[src/rtl/store_buffer.sv]
// Write-posting store buffer in front of the data memory: FIFO drain into the
// memory write port plus youngest-match load forwarding. Optional macro: STORE_BUF_COALESCE_EN.

module store_buffer_match #(
  parameter int AW = 16
) (
  input  logic          vld,
  input  logic [AW-1:0] ent_addr,
  input  logic [AW-1:0] ld_addr,
  output logic          hit
);
  assign hit = vld & (ent_addr == ld_addr);
endmodule

module store_buffer #(
  parameter int DEPTH = 4,
  parameter int AW    = 16,
  parameter int DW    = 16
) (
  input  logic                   clk,
  input  logic                   rst,
  input  logic                   st_valid,
  input  logic [AW-1:0]          st_addr,
  input  logic [DW-1:0]          st_data,
  output logic                   st_ready,
  input  logic [AW-1:0]          ld_addr,
  output logic                   ld_hit,
  output logic [DW-1:0]          ld_data,
  input  logic                   mem_busy,
  output logic                   mem_WE,
  output logic [AW-1:0]          mem_A,
  output logic [DW-1:0]          mem_WD,
  output logic [$clog2(DEPTH):0] count,
  output logic                   empty
);
  localparam int PW = $clog2(DEPTH);

  typedef struct packed {
    logic [AW-1:0] addr;
    logic [DW-1:0] data;
  } entry_t;

  entry_t [DEPTH-1:0] ent_q, ent_d;
  logic [PW-1:0]      head_q, head_d, tail_q, tail_d;
  logic [PW:0]        count_q, count_d;
  logic [DEPTH-1:0]   vld, hit;
  logic               alloc, co_ok, co_wr;

  // An entry is live when its distance from head is below count.
  always_comb begin
    vld = '0;
    for (int i = 0; i < DEPTH; i++) begin
      logic [PW-1:0] off;
      off    = PW'(i) - head_q;
      vld[i] = {1'b0, off} < count_q;
    end
  end

  for (genvar g = 0; g < DEPTH; g++) begin : g_match
    store_buffer_match #(.AW(AW)) u_match (
      .vld      (vld[g]),
      .ent_addr (ent_q[g].addr),
      .ld_addr  (ld_addr),
      .hit      (hit[g])
    );
  end

  // Walk oldest to youngest so the last hit found wins.
  always_comb begin
    ld_hit  = 1'b0;
    ld_data = '0;
    for (int k = 0; k < DEPTH; k++) begin
      logic [PW-1:0] idx;
      idx = head_q + PW'(k);
      if (hit[idx]) begin
        ld_hit  = 1'b1;
        ld_data = ent_q[idx].data;
      end
    end
  end

  assign empty  = (count_q == '0);
  assign count  = count_q;
  assign mem_WE = ~empty & ~mem_busy & ~rst;
  assign mem_A  = mem_WE ? ent_q[head_q].addr : '0;
  assign mem_WD = mem_WE ? ent_q[head_q].data : '0;

`ifdef STORE_BUF_COALESCE_EN
  logic [PW-1:0] yng;
  assign yng   = tail_q - PW'(1);
  // The youngest entry is off limits once it is the one leaving this cycle.
  assign co_ok = ~empty & (ent_q[yng].addr == st_addr) &
                 ~((count_q == (PW+1)'(1)) & mem_WE);
`else
  assign co_ok = 1'b0;
`endif

  assign st_ready = (count_q < (PW+1)'(DEPTH)) | co_ok;
  assign alloc    = st_valid & st_ready & ~co_ok;
  assign co_wr    = st_valid & co_ok;

  always_comb begin
    ent_d = ent_q;
    if (alloc) begin
      ent_d[tail_q].addr = st_addr;
      ent_d[tail_q].data = st_data;
    end
`ifdef STORE_BUF_COALESCE_EN
    if (co_wr) ent_d[yng].data = st_data;
`endif
    head_d = head_q + PW'(mem_WE);
    tail_d = tail_q + PW'(alloc);
    case ({alloc, mem_WE})
      2'b10:   count_d = count_q + (PW+1)'(1);
      2'b01:   count_d = count_q - (PW+1)'(1);
      default: count_d = count_q;
    endcase
  end

  always_ff @(posedge clk) begin
    if (rst) begin
      head_q  <= '0;
      tail_q  <= '0;
      count_q <= '0;
    end else begin
      head_q  <= head_d;
      tail_q  <= tail_d;
      count_q <= count_d;
    end
    ent_q <= ent_d;
  end

`ifndef STORE_BUF_COALESCE_EN
  logic unused_co;
  assign unused_co = co_wr;
`endif

endmodule

[config.mk]
export PLATFORM = sky130hd
export DESIGN_NAME = store_buffer
export DESIGN_NICKNAME = d
export VERILOG_FILES = /design/src/rtl/store_buffer.sv
export SDC_FILE = /design/constraint.sdc
export NUM_CORES = 1
export LEC_CHECK = 0
export BUFFER_PORTS_ARGS = -buffer_cell sky130_fd_sc_hd__buf_2
export CORE_MARGIN = 5
export CORE_UTILIZATION = 39
export DETAILED_ROUTE_END_ITERATION = 7
export HOLD_SLACK_MARGIN = 0.03
export PLACE_DENSITY = 0.55
export SYNTH_ARGS = -nofsm -noshare
export SYNTH_HDL_FRONTEND = slang
export SYNTH_SLANG_ARGS = --single-unit
[constraint.sdc]
create_clock -name clk -period 9.2 [get_ports clk]
set_clock_uncertainty 0.1 [all_clocks]
set_input_delay 0.92 -clock clk [delete_from_list [all_inputs] [get_ports clk]]
set_output_delay 0.92 -clock clk [all_outputs]
set_load 0.01 [all_outputs]
==> results of run 1 <==
-- cell usage in the layout (no fill, tap or decap), drive strengths merged, types with 2 or more instances in the layout --
cell,Yosys,layout
o211ai,3,3
clkinvlp,0,4
xor2,34,34
edfxtp,128,128
ha,7,7
nor4,14,14
a41oi,8,8
xnor2,35,35
dfxtp,7,7
o311ai,2,2
clkbuf,26,18
a311o,2,2
and3,21,21
a31oi,8,8
inv,11,16
o22a,11,11
a2111oi,2,2
a22o,2,2
a32oi,6,6
nor2,18,18
a21oi,9,9
a211oi,2,2
or4,4,4
buf,15,115
clkinv,0,5
mux2i,18,18
or3,3,3
o221ai,14,14
and2,65,65
nand2,28,28
nand3,24,24
mux4,16,16
nor2b,20,20
nand4,9,9
o2111ai,2,2
nor3,3,3
o21ai,17,17
mux2,44,44
a21o,5,5
-- state kept, by name, summed over array words and instances (netlist names) --
register and flops:
ent_q 128, count 3, tail_q 2, head_q 2
-- cells in the mapped netlist (3+ instances only) --
master / number / area [um2]
mux2i_1: 18 / 180
buf_2: 6 / 30.0
a41oi_1: 5 / 43.8
inv_1: 11 / 41.3
nor4_1: 8 / 50.1
nor4_4: 4 / 85.1
clkbuf_1: 26 / 97.6
nor2_1: 16 / 60.1
xnor2_1: 32 / 280
edfxtp_1: 128 / 3840
a21oi_1: 9 / 45.0
or4_1: 3 / 22.5
a32oi_1: 6 / 52.6
a21o_1: 5 / 37.5
and3_1: 21 / 131
xnor2_2: 3 / 48.8
nand2_1: 27 / 101
xor2_1: 34 / 298
buf_6: 3 / 33.8
ha_1: 7 / 87.6
buf_1: 6 / 22.5
mux2_2: 44 / 495
nor3_1: 3 / 15.0
a31oi_1: 8 / 50.1
nand3_1: 24 / 120
nand4_1: 8 / 50.1
and2_1: 65 / 407
nor2b_1: 20 / 125
a41oi_2: 3 / 48.8
o21ai_0: 15 / 75.1
or3_1: 3 / 18.8
mux4_2: 16 / 360
dfxtp_1: 7 / 140
o221ai_1: 14 / 123
o22a_1: 11 / 96.3
-- through the flow --
step	hold slack, ns	setup slack [ns]
after floorplan	0.466	4.78
after global placement	0.425	3.80
after detailed placement	0.440	3.77
after CTS	0.468	3.30
after global routing	0.500	2.95
final	0.473	3.25
-- layout make-up --
| class | instances | area (um2) | share of cell area, % |
|---|---|---|---|
| clock buffers | 18 | 429 | 4.59 |
| inverters | 11 | 41.3 | 0.441 |
| clock inverters | 14 | 101 | 1.08 |
| repair buffers | 115 | 598 | 6.39 |
| flip-flops and latches | 135 | 3990 | 42.6 |
| well taps | 270 | 338 | 3.61 |
| multi-input cells | 464 | 3860 | 41.2 |
-- metal layers --
layer	wire [um]	global-route usage [%]	up-vias
met5	7	0	-
met4	417	5.68	2
met3	1300	4.22	37
met2	10800	30.4	232
met1	10500	27.2	2829
li1	-	-	2667
-- report_power, final --
part           leakage, nW  total, mW  switching, mW  internal, mW
Combinational         1.82      0.397          0.240         0.157
Sequential            1.28      0.783         0.0526         0.731
Clock                0.248      0.619          0.273         0.346
Total                 3.35       1.80          0.566          1.23
-- worst reg2reg max path, cell delays in order (launching register included) --
cell     delay [ns]
dfxtp_1        0.53
nor3_1         0.11
or3_1          0.67
inv_1          0.72
ha_1           0.31
inv_1          0.06
fa_1           0.37
xor2_1         0.16
or3_1          0.31
a21oi_1        0.13
-- kinds of logic after synthesis --
group,Yosys count,synth area share (%)
AO/OA/AOI/OAI,97,9.73
XOR/XNOR,69,7.79
adder cells (fa/ha/maj),8,1.34
buffers and inverters,52,2.80
flip-flops,135,49.5
multiplexers,78,12.9
AND/OR/NAND/NOR,212,16.0
-- path summary, 6_finish.rpt --
kind | from | to | slack, ns
worst max-delay path | head_q[1]$_SDFF_PP0_ | ld_data[0] | 3.25
worst max register to register | count[2]$_SDFFE_PP0P_ | count[2]$_SDFFE_PP0P_ | 5.65
worst min register to register | count[1]$_SDFFE_PP0P_ | count[1]$_SDFFE_PP0P_ | 0.47
worst min-delay path | count[1]$_SDFFE_PP0P_ | count[1]$_SDFFE_PP0P_ | 0.47
==> reports/qor.csv, run 1 <==
stage;metric;value;unit
status;status;completed;
floorplan;Die Span Y;154;um
clock_network;Reg clk slew, reported paths;0.06;ns
global_routing;largest net degree at the start of global routing;54;
placed_design;dpl cell area;0.00882;mm2
synth;Post-synth EDFFs;128;
sta;final setup vio count;0;
critical_path;CP Launch Type;register;
clock_network;clk buf depth;2;
synth;post-synth cell types;60;
floorplan;core area;0.0203;mm2
synth;sequential share of the synthesized area;49.5;%
layout;final non-filler cell total;1027;
drt;Routed Antenna Nets;0;
drt;total wire length;23000;um
placed_design;placed wire-length estimate;15000;um
clock_network;CTS Buf Count;17;
sta;min Tclk post-route;5.95;ns
floorplan;Ports;107;
floorplan;initial core utilization;39.7;%
drt;vias per cell;5.62;
global_routing;total track usage;19.4;%
sta;RSZ-0062 raised after global routing;no;
clock_network;Clk Latency, worst-skew pair;0.42;ns
clock_network;Clock Sinks;135;
sta;final period utilization;64.7;%
layout;Layout area overhead;16.2;%
sta;Slew HR;25.2;%
clock_network;CTS Root Cell;clkbuf_16;
global_routing;vias in the first global route;5962;
synth;Synth async-reset ratio;0;%
global_routing;first-pass GRT wire length;35100;um
job;total of max-cap violations;0;
layout;design area;0.00935;mm2
min_path;min-delay worst type;register to register;
synth;syn nets;711;
clock_network;Hold-fix buffers, CTS;0;
critical_path;CP Cell Sequence;buf_4, inv_1, ha_1, a21oi_1, o21ai_0, nor3b_1, nand3_1, o21ai_2, buf_4, or3b_2, a41oi_1, buf_2;
critical_path;cell mode on critical path;buf_4;
placed_design;DP Cell Count;995;
clock_network;CTS tree;yes;
synth;synth warn;0;
critical_path;Crit path required time;8.18;ns
critical_path;Critical Path Fanout Max;53;
critical_path;CP Class;register to output port;
placed_design;IO Port Bufs;106;
clock_network;buffers inserted by post-CTS timing repair;0;
synth;Syn Std Cell Area;0.00805;mm2
drt;via count;5767;
global_routing;initial antenna violation count;1;
global_routing;grt ovf;0;
synth;Syn Area/Cell;12.4;um2
synth;Post-Syn Instances;651;
critical_path;WP buf/inv;4;
critical_path;CP max stage cell;dfxtp_4;
sta;setup TNS;0;ns
power;total power;1.80;mW
layout;count of nets after finishing;804;
synth;synthesized flop and latch total;135;
synth;Synth Flop Type;edfxtp_1;
critical_path;CP max stage delay;0.74;ns
critical_path;Crit path arrival time;4.93;ns
layout;share of cells above drive strength 1;30.4;%
placed_design;final RePlAce weighted congestion;0.847;
sta;final hold violations;0;
layout;n_diodes;0;
floorplan;die area;0.0236;mm2
floorplan;Core Rows;52;
critical_path;critical path depth in cells;12;
critical_path;Crit. End Element;output port;
critical_path;Top delay family on crit path;buffers and inverters;
clock_network;post_cts resized;0;
min_path;worst hold path depth;2;
sta;Least-Margin Pin Slew;1.12;ns
power;PwrDens;192;mW/mm2
drt;DR WL/cell;22.4;um
sta;Max Freq;0.168;GHz
sta;Max Slew Vio Count;0;
critical_path;R2R depth;9;
power;worst-case vdd ir drop;119;uV
drt;DRC viols;0;
layout;Finished Core Util;46.1;%
power;Leakage;3.35;nW
drt;First DRT Iteration DRCs;499;
clock_network;CTS H-tree depth;4;
drt;TritonRoute pass-1 iters;5;
floorplan;Die W;154;um
layout;# fillers;1885;
Power figures use the tool's default switching activity.
==> inputs of run 2 (changes only) <==
- clock period: 9.2 -> 5.9 ns (I/O delays scaled with it)
==> run 2 against run 1 <==
Core utilization grew 0.53 points. Die area is the same. Sequential power is 56% higher. Combinational power is 58% higher. Non-clock buffer count is 1 higher. Critical path depth fell by 2. Largest power group unchanged. Via count increased by 0.97%. Clock power grew 86%.
==> reports/qor.csv, run 2 (synthesized netlist as in run 1, its figures left out) <==
stage;metric;value;unit
status;status;completed;
clock_network;Reg clk slew, reported paths;0.06;ns
placed_design;dpl cell area;0.00883;mm2
power;Leakage;3.40;nW
min_path;origin of the worst min-delay path;st_addr[8];
critical_path;Worst R2R Start;count[2]$_SDFFE_PP0P_;
layout;n_diodes;0;
critical_path;WP buf/inv;2;
critical_path;Crit path arrival time;4.21;ns
sta;setup TNS;0;ns
clock_network;clk buf depth;2;
sta;Max Freq;0.204;GHz
floorplan;Die Span Y;154;um
critical_path;CP Class;register to output port;
clock_network;Clk Latency, worst-skew pair;0.42;ns
placed_design;placed wire-length estimate;14700;um
clock_network;buffers inserted by post-CTS timing repair;0;
critical_path;CP max stage delay;0.82;ns
floorplan;Ports;107;
sta;Least-Margin Pin Slew;1.09;ns
sta;RSZ-0062 raised after global routing;no;
power;Reg power frac;40.6;%
min_path;Hold EP;ent_q[120]$_DFFE_PP_;
layout;final non-filler cell total;1027;
floorplan;Core Rows;52;
critical_path;reg2reg setup slack;2.37;ns
layout;commonest non-fill, non-tap cell in the layout;edfxtp_1;
layout;Largest Register;ent_q;
critical_path;CP Launch Type;register;
drt;Routed Antenna Nets;0;
layout;share of cells above drive strength 1;30.5;%
drt;First DRT Iteration DRCs;391;
drt;TritonRoute pass-1 iters;5;
clock_network;Clock Sinks;135;
drt;DRC viols;0;
layout;count of nets after finishing;805;
layout;design area;0.00946;mm2
placed_design;DP Cell Count;996;
power;worst-case vdd ir drop;213;uV
drt;total wire length;23000;um
power;clock power share;38.4;%
critical_path;CP max stage cell;or4_1;
critical_path;end of the worst register-to-register path;count[2]$_SDFFE_PP0P_;
clock_network;CTS H-tree depth;4;
min_path;worst hold path depth;1;
drt;DR WL/cell;22.4;um
global_routing;largest net degree at the start of global routing;81;
global_routing;vias in the first global route;6013;
clock_network;CTS Buf Count;17;
placed_design;final RePlAce weighted congestion;0.809;
critical_path;R2R depth;9;
drt;vias per cell;5.67;
power;total power;2.99;mW
sta;final period utilization;83.1;%
clock_network;CTS tree;yes;
sta;Slew HR;27.5;%
critical_path;CP Cell Sequence;xnor2_1, inv_1, ha_1, a21oi_1, o211ai_4, or4_1, o211ai_2, o221ai_1, a41oi_1, buf_2;
placed_design;IO Port Bufs;106;
sta;Max Slew Vio Count;0;
floorplan;initial core utilization;39.7;%
layout;most frequent cells in the layout;128 x edfxtp_1, 106 x buf_2, 65 x and2_1;
global_routing;grt ovf;0;
power;PwrDens;316;mW/mm2
floorplan;core area;0.0203;mm2
critical_path;Top delay family on crit path;compound AO/OA/AOI/OAI gates;
global_routing;initial antenna violation count;1;
job;total of max-cap violations;0;
critical_path;Crit. End Element;output port;
clock_network;CTS Root Cell;clkbuf_16;
floorplan;die area;0.0236;mm2
layout;max reg flops;128;
global_routing;total track usage;19.3;%
sta;final hold violations;0;
global_routing;first-pass GRT wire length;35000;um
min_path;min-delay worst type;input port to register;
clock_network;post_cts resized;0;
floorplan;Die W;154;um
critical_path;Crit path required time;5.21;ns
layout;Layout area overhead;17.6;%
power;P_sw;865;uW
critical_path;Critical Path Fanout Max;23;
drt;via count;5823;
power;Internal;2.13;mW
power;Net Sw Frac;28.9;%
sta;min Tclk post-route;4.90;ns
power;Comb pwr share;20.9;%
sta;final setup vio count;0;
clock_network;Hold-fix buffers, CTS;0;
-- run 2: per-layer routing --
metal  GRT usage [%]  up-vias  routed length (um)
met4            7.06        2                 506
met2            30.8      188               11000
met1            26.6     2928               10500
met3            3.49       36                1110
li1                -     2669                   -
met5               0        -                   7
-- run 2: stage by stage --
step           hold slack (ns)  worst slack, ns  utilization [%]
2_1_floorplan            0.466             1.81                -
3_3_place_gp             0.422             1.37             43.5
3_5_place_dp             0.448             1.35             43.5
4_1_cts                  0.265            0.915             46.6
5_1_grt                  0.275            0.691             46.6
6_report                 0.275            0.997             46.6
-- run 2: how the worst max path moves through the flow --
stage / endpoint / from / cells after the start / slack (ns)
after floorplan: ld_data[10] / head_q[1]$_SDFF_PP0_ / 14 / 1.81
after global placement: ld_data[5] / ld_addr[13] / 9 / 1.37
after detailed placement: ld_data[5] / ld_addr[11] / 9 / 1.35
after CTS: ld_data[5] / head_q[0]$_SDFF_PP0_ / 10 / 0.91
after global routing: ld_data[5] / head_q[0]$_SDFF_PP0_ / 10 / 0.69
final: ld_data[5] / head_q[0]$_SDFF_PP0_ / 10 / 1.0
-- run 2: worst reg2reg max path, cell delays in order, from the launching register on --
cell and delay (ns):
dfxtp_1 0.53, nor3_1 0.12, or3_1 0.66, inv_1 0.71
ha_1 0.31, inv_1 0.06, fa_1 0.38, xor2_1 0.16
or3_1 0.31, a21oi_1 0.14
-- run 2: final cells by class --
cell class / count / area [um2]
Fill cell: 1878 / 10800
Sequential cell: 135 / 3990
Multi-Input combinational cell: 464 / 3850
Timing Repair Buffer: 116 / 606
Clock buffer: 18 / 429
Tap cell: 270 / 338
Clock inverter: 13 / 205
Inverter: 11 / 41.3
-- run 2: power groups by stage --
| stage | clock [mW] | combinational [mW] | sequential (mW) |
|---|---|---|---|
| after floorplan | 0 | 0.413 | 1.20 |
| after global placement | 0 | 0.618 | 1.23 |
| after detailed placement | 0 | 0.627 | 1.24 |
| after CTS | 1.16 | 0.630 | 1.22 |
| after global routing | 1.20 | 0.682 | 1.23 |
| final | 1.15 | 0.627 | 1.22 |
==> inputs of run 3 (changes only) <==
- clock period: 5.9 -> 5 ns (I/O delays scaled with it)
==> run 3 against run 2 <==
Final cell count grew 0.88%. Core utilization about the same. Critical path depth shrank 1. Routed wire length increased by 0.59%. First-iteration DRC count is 4.6% higher. Global-route usage rose by 0.32 points. Combinational power rose by 22%. Largest power group unchanged. Highest routed layer is now met4.
==> reports/qor.csv, run 3 (synthesized netlist as in run 1, its figures left out) <==
stage;metric;value;unit
status;status;completed;
critical_path;CP max stage cell;o311ai_4;
layout;Largest Register;ent_q;
drt;DRC viols;0;
placed_design;IO Port Bufs;106;
clock_network;clk buf depth;2;
clock_network;Hold-fix buffers, CTS;0;
critical_path;CP Launch Type;register;
floorplan;Die Span Y;154;um
power;worst-case vdd ir drop;256;uV
placed_design;placed wire-length estimate;15000;um
critical_path;CP max stage delay;0.88;ns
global_routing;grt ovf;0;
global_routing;initial antenna violation count;0;
power;P_sw;1.01;mW
floorplan;Die W;154;um
drt;DR WL/cell;22.4;um
critical_path;CP Class;register to output port;
sta;setup TNS;0;ns
layout;# fillers;1904;
sta;Max Freq;0.226;GHz
critical_path;end of the worst register-to-register path;ent_q[124]$_DFFE_PP_;
power;Net Sw Frac;29.9;%
clock_network;CTS H-tree depth;4;
power;Comb pwr share;22.6;%
sta;final setup vio count;0;
clock_network;Clk Latency, worst-skew pair;0.42;ns
min_path;min-delay worst type;input port to register;
clock_network;post_cts resized;0;
sta;RSZ-0062 raised after global routing;no;
floorplan;Ports;107;
power;PwrDens;358;mW/mm2
floorplan;Core Rows;52;
critical_path;Crit path arrival time;3.83;ns
sta;Max Slew Vio Count;0;
clock_network;CTS Root Cell;clkbuf_16;
power;Reg power frac;41.9;%
drt;TritonRoute pass-1 iters;5;
critical_path;CP Cell Sequence;inv_1, ha_1, a21boi_0, o21ai_0, nand2_1, o311ai_4, nand3_1, a41oi_1, buf_2;
critical_path;Critical Path Fanout Max;15;
sta;worst hold slack;0.195;ns
clock_network;Clock Sinks;135;
drt;First DRT Iteration DRCs;409;
layout;max reg flops;128;
layout;Layout area overhead;17.5;%
power;Internal;2.37;mW
layout;most frequent cells in the layout;128 x edfxtp_1, 106 x buf_2, 65 x and2_1;
critical_path;Top delay family on crit path;compound AO/OA/AOI/OAI gates;
drt;Routed Antenna Nets;0;
sta;Least-Margin Pin Slew;1.11;ns
power;clock power share;35.5;%
global_routing;total track usage;19.7;%
critical_path;Crit. End Element;output port;
clock_network;Reg clk slew, reported paths;0.05;ns
critical_path;reg2reg setup slack;2.03;ns
job;total of max-cap violations;0;
critical_path;Worst R2R Start;tail_q[0]$_SDFF_PP0_;
critical_path;crit path to;ld_data[5];
global_routing;first-pass GRT wire length;35600;um
layout;share of cells above drive strength 1;31.1;%
clock_network;CTS tree;yes;
floorplan;initial core utilization;39.7;%
placed_design;final RePlAce weighted congestion;0.827;
critical_path;Crit path required time;4.40;ns
drt;total wire length;23200;um
sta;final hold violations;0;
layout;count of nets after finishing;814;
floorplan;die area;0.0236;mm2
critical_path;Worst Setup SP;head_q[1]$_SDFF_PP0_;
drt;via count;5811;
clock_network;CTS Buf Count;17;
drt;vias per cell;5.61;
sta;min Tclk post-route;4.43;ns
critical_path;critical path depth in cells;9;
critical_path;R2R depth;2;
floorplan;core area;0.0203;mm2
sta;Slew HR;26.1;%
layout;n_diodes;0;
global_routing;largest net degree at the start of global routing;50;
power;Leakage;3.42;nW
clock_network;buffers inserted by post-CTS timing repair;0;
sta;final period utilization;88.6;%
critical_path;WP buf/inv;2;
layout;commonest non-fill, non-tap cell in the layout;edfxtp_1;
global_routing;vias in the first global route;6211;
[run 3: cell types whose count changed in the layout (fill, tap and decap cells not counted)]
cell        delta
buf_4          +9
bufinv_16      -3
clkinv_1       +2
clkinv_2       +1
clkinv_4       +3
clkinvlp_4     -4
inv_6          +1
[run 3: area by class of cell]
type	instances	area [um2]	area share, %
timing repair buffer	125	673	7.12
clock inverter	13	133	1.40
clock buffer	18	429	4.54
inverter	11	41.3	0.437
sequential	135	3990	42.2
tap	270	338	3.57
multi-input combinational	464	3850	40.8
[run 3: power groups by stage]
stage / clock network, mW / logic (mW) / registers (mW)
after floorplan: 0 / 0.487 / 1.41
after global placement: 0 / 0.761 / 1.43
after detailed placement: 0 / 0.768 / 1.44
after CTS: 1.22 / 0.773 / 1.42
after global routing: 1.27 / 0.838 / 1.43
final: 1.20 / 0.766 / 1.42
[run 3: per-stage QoR]
| stage | instance area [um2] | setup WS [ns] | total power, mW | util, % | std cells |
|---|---|---|---|---|---|
| floorplan | 8050 | 0.998 | 1.90 | - | 651 |
| global placement | 8890 | 0.903 | 2.19 | 43.8 | 1005 |
| detailed placement | 8890 | 0.944 | 2.21 | 43.8 | 1005 |
| CTS | 9460 | 0.580 | 3.41 | 46.6 | 1036 |
| global route | 9460 | 0.271 | 3.53 | 46.6 | 1036 |
| finish | 9460 | 0.572 | 3.38 | 46.6 | 1036 |
[run 3: layer usage]
metal	up-vias	GRT usage, %	wire length [um]
li1	2688	-	-
met1	2891	27.4	10700
met2	201	31.0	11000
met3	31	3.68	1110
met4	0	6.77	381
met5	-	0	0
[run 3: how the worst min path moves through the flow]
stage,startpoint,to,slack [ns],depth (start not counted)
final,st_addr[8],ent_q[88]$_DFFE_PP_,0.20,1
after global routing,st_addr[0],ent_q[48]$_DFFE_PP_,0.18,1
after CTS,st_addr[8],ent_q[88]$_DFFE_PP_,0.17,1
after detailed placement,count[1]$_SDFFE_PP0P_,count[1]$_SDFFE_PP0P_,0.46,2
after global placement,count[1]$_SDFFE_PP0P_,count[1]$_SDFFE_PP0P_,0.42,2
after floorplan,count[1]$_SDFFE_PP0P_,count[1]$_SDFFE_PP0P_,0.47,2
[run 3: worst reg2reg max path: cells and delay by family, from the launching register on]
family	cells	cell delay, ns
flip-flops	1	1.02
AND/OR/NAND/NOR	1	1.04
buffers and inverters	1	0.48
